**config.mk**
```make
export PLATFORM = sky130hd
export DESIGN_NAME = duty_meter
export DESIGN_NICKNAME = d
export VERILOG_FILES = /design/src/rtl/duty_meter_pkg.sv /design/src/rtl/duty_meter_sig_sync_edge.sv /design/src/rtl/duty_meter.sv
export SDC_FILE = /design/constraint.sdc
export NUM_CORES = 1
export LEC_CHECK = 0
export ABC_AREA = 1
export CORE_MARGIN = 10
export CORE_UTILIZATION = 54
export DETAILED_ROUTE_END_ITERATION = 10
export PLACE_DENSITY = 0.84
export SLEW_MARGIN = 20
export SYNTH_ARGS = -nofsm -noshare
export SYNTH_HDL_FRONTEND = slang
export SYNTH_HIERARCHICAL = 1
export SYNTH_SLANG_ARGS = --single-unit
export TNS_END_PERCENT = 5
```
**constraint.sdc**
```tcl
create_clock -name clk -period 3.3 [get_ports clk]
set_input_delay 0.66 -clock clk [delete_from_list [all_inputs] [get_ports clk]]
set_output_delay 0.66 -clock clk [all_outputs]
set_load 0.01 [all_outputs]
```
**src/rtl/duty_meter_pkg.sv**
```systemverilog
// rtl/duty_meter_pkg.sv - shared state encoding and duty-scale constants for duty_meter
package duty_meter_pkg;

    typedef enum logic [1:0] {
        ST_SYNC    = 2'd0,
        ST_MEASURE = 2'd1,
        ST_DIVIDE  = 2'd2
    } dm_state_e;

    localparam int DM_M         = 26;
    localparam int DM_N         = 14;
    localparam int DM_FRAC      = DM_M - DM_N;
    // Duty value that represents 100 % high time.
    localparam int DM_DUTY_FULL = 1 << DM_FRAC;

endpackage

```
**src/rtl/duty_meter_sig_sync_edge.sv**
```systemverilog
// rtl/duty_meter_sig_sync_edge.sv - 2-FF synchroniser plus delay flop giving rise pulse and level
//
// Ports:
//   clk     system clock
//   rst_n   synchronous active-low reset, clears all three flops
//   sig_i   asynchronous input
//   rise_o  one-cycle pulse on a synchronised 0->1 transition
//   level_o synchronised level
module duty_meter_sig_sync_edge (
    input  logic clk,
    input  logic rst_n,
    input  logic sig_i,
    output logic rise_o,
    output logic level_o
);

    logic s1_q;
    logic s2_q;
    logic s3_q;

    always_ff @(posedge clk) begin
        if (!rst_n) begin
            s1_q <= 1'b0;
            s2_q <= 1'b0;
            s3_q <= 1'b0;
        end else begin
            s1_q <= sig_i;
            s2_q <= s1_q;
            s3_q <= s2_q;
        end
    end

    assign rise_o  = s2_q & ~s3_q;
    assign level_o = s2_q;

endmodule

```
**src/rtl/duty_meter.sv**
```systemverilog
// rtl/duty_meter.sv - measures high time and period of sig_in and turns them into a Q1.FRAC duty via an external divider
//
// Ports:
//   clk, rst_n     clock and synchronous active-low reset
//   en             measurement enable; low aborts to SYNC
//   sig_in         asynchronous signal under measurement
//   div_dividend   {high count, FRAC zeros} to the divider
//   div_divisor    period count to the divider
//   div_quotient   divider result
//   duty           high/period ratio, full scale = 2^FRAC
//   duty_valid     one-cycle pulse when duty updates
//   overflow       one-cycle pulse when the period exceeds 2^N-1 cycles
//   busy           high while measuring or dividing
module duty_meter
    import duty_meter_pkg::*;
#(
    parameter int M       = DM_M,
    parameter int N       = DM_N,
    parameter int DIV_LAT = M
) (
    input  logic           clk,
    input  logic           rst_n,
    input  logic           en,
    input  logic           sig_in,
    output logic [M-1:0]   div_dividend,
    output logic [N-1:0]   div_divisor,
    input  logic [M-1:0]   div_quotient,
    output logic [M-N:0]   duty,
    output logic           duty_valid,
    output logic           overflow,
    output logic           busy
);

    localparam int FRAC = M - N;
    localparam int LW   = $clog2(DIV_LAT + 1);

    localparam logic [N-1:0]  PERIOD_MAX = {N{1'b1}};
    localparam logic [FRAC:0] DUTY_FULL  = {1'b1, {FRAC{1'b0}}};

    logic rise;
    logic level;

    duty_meter_sig_sync_edge u_sync (
        .clk     (clk),
        .rst_n   (rst_n),
        .sig_i   (sig_in),
        .rise_o  (rise),
        .level_o (level)
    );

    dm_state_e     state_q, state_d;
    logic [N-1:0]  period_q, period_d;
    logic [N-1:0]  high_q, high_d;
    logic [LW-1:0] lat_q, lat_d;
    logic [M-1:0]  dividend_q, dividend_d;
    logic [N-1:0]  divisor_q, divisor_d;
    logic [FRAC:0] duty_q, duty_d;
    logic          duty_valid_q, duty_valid_d;
    logic          overflow_q, overflow_d;

    always_ff @(posedge clk) begin
        if (!rst_n) begin
            state_q      <= ST_SYNC;
            period_q     <= '0;
            high_q       <= '0;
            lat_q        <= '0;
            dividend_q   <= '0;
            divisor_q    <= '0;
            duty_q       <= '0;
            duty_valid_q <= 1'b0;
            overflow_q   <= 1'b0;
        end else begin
            state_q      <= state_d;
            period_q     <= period_d;
            high_q       <= high_d;
            lat_q        <= lat_d;
            dividend_q   <= dividend_d;
            divisor_q    <= divisor_d;
            duty_q       <= duty_d;
            duty_valid_q <= duty_valid_d;
            overflow_q   <= overflow_d;
        end
    end

    always_comb begin
        state_d      = state_q;
        period_d     = period_q;
        high_d       = high_q;
        lat_d        = lat_q;
        dividend_d   = dividend_q;
        divisor_d    = divisor_q;
        duty_d       = duty_q;
        duty_valid_d = 1'b0;
        overflow_d   = 1'b0;

        if (!en) begin
            // Abort quietly: duty and divider operands keep their last values.
            state_d  = ST_SYNC;
            period_d = '0;
            high_d   = '0;
            lat_d    = '0;
        end else begin
            case (state_q)
                ST_SYNC: begin
                    if (rise) begin
                        // The rise cycle itself is the first cycle of the new period, and it is high.
                        period_d = {{(N-1){1'b0}}, 1'b1};
                        high_d   = {{(N-1){1'b0}}, 1'b1};
                        state_d  = ST_MEASURE;
                    end
                end
                ST_MEASURE: begin
                    if (rise) begin
                        dividend_d = {high_q, {FRAC{1'b0}}};
                        divisor_d  = period_q;
                        lat_d      = '0;
                        state_d    = ST_DIVIDE;
                    end else if (period_q == PERIOD_MAX) begin
                        overflow_d = 1'b1;
                        period_d   = '0;
                        high_d     = '0;
                        state_d    = ST_SYNC;
                    end else begin
                        period_d = period_q + {{(N-1){1'b0}}, 1'b1};
                        high_d   = high_q + {{(N-1){1'b0}}, level};
                    end
                end
                ST_DIVIDE: begin
                    // Operands stay frozen here; the divider needs them stable for DIV_LAT edges.
                    if (lat_q == LW'(DIV_LAT)) begin
                        // high <= period keeps the quotient within FRAC+1 bits; saturate if it ever is not.
                        duty_d       = (|div_quotient[M-1:FRAC+1]) ? DUTY_FULL : div_quotient[FRAC:0];
                        duty_valid_d = 1'b1;
                        state_d      = ST_SYNC;
                    end else begin
                        lat_d = lat_q + LW'(1);
                    end
                end
                default: begin
                    state_d = ST_SYNC;
                end
            endcase
        end
    end

    assign div_dividend = dividend_q;
    assign div_divisor  = divisor_q;
    assign duty         = duty_q;
    assign duty_valid   = duty_valid_q;
    assign overflow     = overflow_q;
    assign busy         = (state_q != ST_SYNC);

endmodule

```
==> impl_metrics.py, run 1 <==
metrics = {
    "synthesis": {
        "syn-instance-count": 507,
        "synth_cell_types": 33,
        "ys.flop_type": "dfxtp_1",
        "yosys_warnings": 6,
        "synth_top_area_share_pct": 43.7,
        "ys_seq_area_share_pct": 43.7,
        "syn_area_um2": 3710,
        "synth_edf_count": 0,
        "ys_ff_latch": 81,
        "async_flop_share_pct": 0,
        "synthTopCellsByArea": "dfxtp_1, nand2_1, nor2_1, a21oi_1, o21ai_0",
        "avgSynthCellArea_um2": 7.32,
        "ys_top_cells_by_count": "nand2_1, dfxtp_1, nor2_1",
        "yosysMostFrequentCell": "nand2_1",
        "synth_area_leader_cell": "dfxtp_1",
    },
    "placed_design": {
        "place_area_um2": 4430,
        "place_congestion": 0.896,
        "dp_hpwl_um": 7240,
        "port_buffers": 73,
        "dpl.cell_count": 647,
    },
    "detailed_routing": {
        "viasPerCell": 5.26,
        "totalWireLength_um": 9810,
        "dr.pass1.iters": 6,
        "ant_nets": 0,
        "avgRoutedWirePerCell_um": 14.8,
        "drt_iter0_drc": 246,
        "drc_errors": 0,
        "vias": 3487,
    },
    "final_layout": {
        "multi_input_area_um2": 1730,
        "regArea_um2": 1620,
        "drive_above_1_share_pct": 8.75,
        "area_delta_synth_final_pct": 26.0,
        "final.fill_count": 581,
        "finalNetCount": 614,
        "final_cells": 663,
        "insertedDiodeCount": 0,
        "design_area_um2": 4680,
    },
    "timing": {
        "worst_pin_slew_ns": 0.754,
        "final_max_slew_viol_count": 0,
        "hold_violations": 0,
        "relSlewSlack_pct": 49.4,
        "fin_skew_ns": 0.0109,
        "rsz0062_at_grt": "no",
        "period_share_pct": 67.8,
        "fmax_ghz": 0.447,
        "hold_ws_ns": 0.417,
        "min_period_ns": 2.24,
        "finalSetupViolations": 0,
        "fin_tns_setup_ns": 0,
    },
    "clocking": {
        "post_cts_buffers": 0,
        "h-tree-depth": 3,
        "clk_pin_slew_worst_paths_ns": 0.08,
        "cts_sinks": 81,
        "cts_resized": 0,
        "cts_root_buffer": "clkbuf_8",
        "cts_buffers": 9,
        "cts_tree": "built",
        "cts.path.max_buffers": 2,
        "postCtsHoldBufs": 0,
        "clk_latency_ns": 0.36,
    },
    "floorplan": {
        "initial_core_util_pct": 55.0,
        "core-area_um2": 6760,
        "dieHeight_um": 103,
        "io_pins": 86,
        "die_x_um": 103,
        "dieArea_um2": 10600,
        "rows": 30,
    },
    "hold_path": {
        "min_path_type": "reg -> reg",
        "holdCritStartpoint": "u_sync/s1_q",
    },
    "power": {
        "ir_drop_uv": 309,
        "p_leak_nw": 1.77,
        "p_per_area_nw_per_um2": 421,
    },
    "setup_path": {
        "worst_r2r_startpoint": "u_sync/level_o",
        "path_class": "reg -> reg",
        "crit_path_frequent_cell": "nand2_1",
        "cp_slowest_cell": "dfxtp_1",
        "path_cells": "inv_1 -> nor2_2 -> inv_1 -> nand2_1 -> nand2_2 -> inv_2 -> nand2_1 -> nand2_1 -> nor2_1",
        "critPathRequiredTime_ns": 3.54,
        "critPathLaunch": "u_sync/level_o",
        "critPathMaxFanout": 20,
        "critPathLaunchType": "flop",
        "arrival_ns": 2.48,
        "crit_path_end_kind": "flop",
        "slowest_delay_ns": 0.40,
    },
    "global_routing": {
        "grt_max_degree": 34,
        "grt_usage_pct": 18.7,
        "antenna_found_initial": 0,
        "met1_usage_pct": 21.7,
        "grt_pass1_vias": 3408,
        "grt_pass1_wl_um": 15800,
        "busiest_layer": "met2",
        "grt_use_met2_pct": 31.3,
        "grt-ovfl-total": 0,
        "gr-usage-met3_pct": 5.29,
    },
    "run_status": {
        "status": "complete, no violations",
    },
    "job": {
        "drv_cap": 0,
    },
}
[layout by cell type, fill, tap and decap left out, types with 2 or more instances in the layout]
cell / instances
nand2_1: 97
dfxtp_1: 81
nor2_1: 74
clkdlybuf4s50_1: 73
inv_1: 51
a21oi_1: 44
o21ai_0: 40
nand3_1: 29
conb_1: 12
clkbuf_8: 10
nor3_1: 7
nand3_2: 6
a21oi_2: 6
xor2_1: 6
ha_1: 6
buf_4: 5
inv_2: 4
nor2_2: 4
nand2_2: 3
nor2_4: 3
nand4_1: 3
bufinv_16: 3
o211ai_1: 2
nor3_2: 2
o21ai_1: 2
clkinv_4: 2
[worst max-delay path, delay by kind of cell (launching register included)]
kind | cells | cell delay (ns)
and+or+nand+nor | 6 | 1.25
DFF | 1 | 0.40
buffers and inverters | 3 | 0.45
[layer usage]
metal | vias to the layer above | routed length (um)
li1 | 1738 | -
met1 | 1618 | 4150
met2 | 119 | 4580
met3 | 12 | 942
met4 | 0 | 138
met5 | - | 0
[where the power goes]
part           switching (mW)  leakage [nW]  internal [mW]
sequential            0.00265         0.653          0.980
combinational          0.0519         0.993         0.0420
clock                   0.368         0.123          0.525
[worst paths after layout]
path | slack, ns | cells past startpoint | endpoint
max reg2reg | 1.06 | 9 | high_q[4]
max | 1.06 | 9 | high_q[4]
min | 0.42 | 2 | u_sync/level_o
min reg2reg | 0.42 | 2 | u_sync/level_o
[area by class of cell]
| cell class | count | share of cell area [%] |
|---|---|---|
| multi-input combinational | 353 | 37.0 |
| sequential | 81 | 34.7 |
| timing repair buffer | 78 | 16.4 |
| inverter | 55 | 4.41 |
| clock buffer | 10 | 2.94 |
| clock inverter | 6 | 2.46 |
| tap | 80 | 2.14 |
[kinds of logic (layout without fill, tap and decap cells)]
family	Yosys count	in the layout	share of synthesized area, %
XOR/XNOR	7	7	1.65
AND/OR/NAND/NOR	230	230	27.5
adder cells (fa/ha/maj)	6	6	2.02
flip-flops	81	81	43.7
buffers and inverters	84	149	10.9
other	1	12	0.101
AO/OA/AOI/OAI	98	98	14.2
[registers in the layout, indices dropped and copies added (netlist names)]
signal,flops
overflow,1
period_q,14
u_sync/s1_q,1
duty_valid,1
u_sync/s3_q,1
high_q,14
div_dividend,14
state_q,2
lat_q,5
u_sync/level_o,1
duty,13
div_divisor,14
[metrics by stage]
step           utilization [%]  setup WS, ns  total power, mW
3_5_place_dp              65.5         0.894             1.10
5_1_grt                   69.2         0.873             2.03
6_report                  69.2          1.06             1.97
2_1_floorplan                -          1.79             1.06
4_1_cts                   69.2          1.08             1.98
3_3_place_gp              65.5         0.971             1.10
No activity file was read; power rests on OpenSTA's default activity.
==> run 2, diff against run 1 <==
Settings changed: CORE_UTILIZATION 54 to 45, PLACE_DENSITY 0.84 to 0.75.
Clock period 3.3 ns to 1.9 ns, I/O delays scaled along.
==> run 2 against run 1 <==
Compared with the run above: via count shrank 1.6%; flip-flop and latch count did not move; cell count rose by 5.1%.
==> impl_metrics.py, run 2 (synthesis gave the netlist of run 1 again) <==
metrics = {
    "detailed_routing": {
        "avgRoutedWirePerCell_um": 13.4,
        "drc_errors": 0,
        "vias": 3432,
        "drt_iter0_drc": 220,
        "ant_nets": 0,
        "viasPerCell": 4.92,
        "totalWireLength_um": 9350,
        "dr.pass1.iters": 4,
    },
    "global_routing": {
        "grt_usage_pct": 15.1,
        "antenna_found_initial": 0,
        "grt_max_degree": 34,
        "grt_pass1_vias": 3292,
        "grt_pass1_wl_um": 15800,
        "grt-ovfl-total": 0,
    },
    "final_layout": {
        "final_common_cell": "nand2_1",
        "multi_input_area_um2": 1730,
        "finalNetCount": 623,
        "final_cells": 697,
        "final.fill_count": 764,
        "final_cell_mix": "nand2_1, dfxtp_1, nor2_1",
        "regArea_um2": 1620,
        "design_area_um2": 4740,
        "area_delta_synth_final_pct": 27.7,
        "insertedDiodeCount": 0,
        "drive_above_1_share_pct": 10.3,
    },
    "timing": {
        "final_max_slew_viol_count": 0,
        "fmax_ghz": 0.581,
        "hold_violations": 0,
        "min_period_ns": 1.72,
        "rsz0062_at_grt": "no",
        "finalSetupViolations": 0,
        "fin_tns_setup_ns": 0,
        "worst_slack_ns": 0.178,
        "period_share_pct": 90.6,
        "fin_skew_ns": 0.00526,
    },
    "setup_path": {
        "cpLargestDelayFamily": "simple AND/OR/NAND/NOR gates",
        "critPathLaunchType": "flop",
        "cp_slowest_cell": "dfxtp_1",
        "arrival_ns": 1.97,
        "slowest_delay_ns": 0.42,
        "critPathMaxFanout": 11,
        "crit_path_end_kind": "flop",
        "path_cells": "ha_1 -> nand2_1 -> nor2_1 -> nand3_1 -> o21ai_1 -> nand2_1 -> nand2_1 -> buf_4 -> nor2_1",
        "critPathRequiredTime_ns": 2.15,
        "path_class": "reg -> reg",
        "crit_path_frequent_cell": "nand2_1",
        "path_buf_inv": 1,
    },
    "hold_path": {
        "min_path_type": "reg -> reg",
    },
    "floorplan": {
        "dieHeight_um": 111,
        "io_pins": 86,
        "dieArea_um2": 12300,
        "initial_core_util_pct": 45.7,
        "core-area_um2": 8130,
        "rows": 33,
        "die_x_um": 111,
    },
    "placed_design": {
        "dp_hpwl_um": 7030,
        "place_ws_ns": 0.104,
        "place_area_um2": 4540,
        "port_buffers": 73,
        "place_congestion": 0.878,
        "dpl.cell_count": 681,
    },
    "clocking": {
        "cts_root_buffer": "clkbuf_8",
        "cts_buffers": 9,
        "cts_resized": 0,
        "cts_tree": "built",
        "clk_pin_slew_worst_paths_ns": 0.08,
        "cts.path.max_buffers": 2,
        "h-tree-depth": 3,
        "clk_latency_ns": 0.36,
        "post_cts_buffers": 0,
        "postCtsHoldBufs": 0,
        "cts_sinks": 81,
    },
    "power": {
        "ir_drop_uv": 334,
        "p_per_area_nw_per_um2": 665,
        "p_leak_nw": 1.81,
        "power_mw": 3.16,
    },
    "run_status": {
        "status": "complete, no violations",
    },
    "job": {
        "drv_cap": 0,
    },
}
[run 2: cell types whose count changed in the layout (fill, tap and decap cells not counted)]
cell | previous run | this run
bufinv_16 | 3 | 1
dfxtp_2 | 0 | 1
dfxtp_1 | 81 | 80
buf_4 | 5 | 13
clkinv_4 | 2 | 1
dlymetal6s2s_1 | 0 | 1
clkbuf_8 | 10 | 9
buf_12 | 0 | 1
inv_6 | 0 | 2
clkdlybuf4s50_1 | 73 | 72
clkinvlp_4 | 1 | 3
[run 2: per-stage QoR]
stage,hold slack [ns],util (%)
after global routing,0.429,58.3
after CTS,0.413,58.3
after floorplan,0.386,-
after global placement,0.392,55.8
after detailed placement,0.394,55.8
final,0.414,58.3
[run 2: power by group]
part / internal [mW] / switching, mW / total [mW]
clock: 0.618 / 0.665 / 1.28
combinational: 0.0785 / 0.0888 / 0.167
sequential: 1.70 / 0.00457 / 1.71
[run 2: metal layers]
| layer | vias up | wire, um | GRT usage [%] |
|---|---|---|---|
| met5 | - | 0 | 0 |
| met4 | 0 | 123 | 5.21 |
| met3 | 12 | 704 | 5.19 |
| met2 | 101 | 4050 | 22.5 |
| met1 | 1554 | 4480 | 19.7 |
| li1 | 1765 | - | - |
[run 2: worst register-to-register path: cells and delay by family, from the launching register on]
family	cells	cell delay, ns
buf+inv	1	0.18
flops	1	0.42
fa+ha+maj	1	0.21
compound gates	1	0.13
simple gates	6	0.68
[run 2: final cells by class]
type / count / area share [%]
Sequential cell: 81 / 34.2
Tap cell: 105 / 2.77
Clock inverter: 7 / 1.66
Inverter: 55 / 4.35
Timing Repair Buffer: 87 / 17.9
Multi-Input combinational cell: 353 / 36.5
Clock buffer: 9 / 2.61
[run 2: final timing paths]
path / endpoint / slack [ns] / start / depth (start not counted)
max: high_q[4] / 0.18 / period_q[0] / 9
min: u_sync/level_o / 0.41 / u_sync/s1_q / 2
max reg2reg: high_q[4] / 0.18 / period_q[0] / 9
min reg2reg: u_sync/level_o / 0.41 / u_sync/s1_q / 2
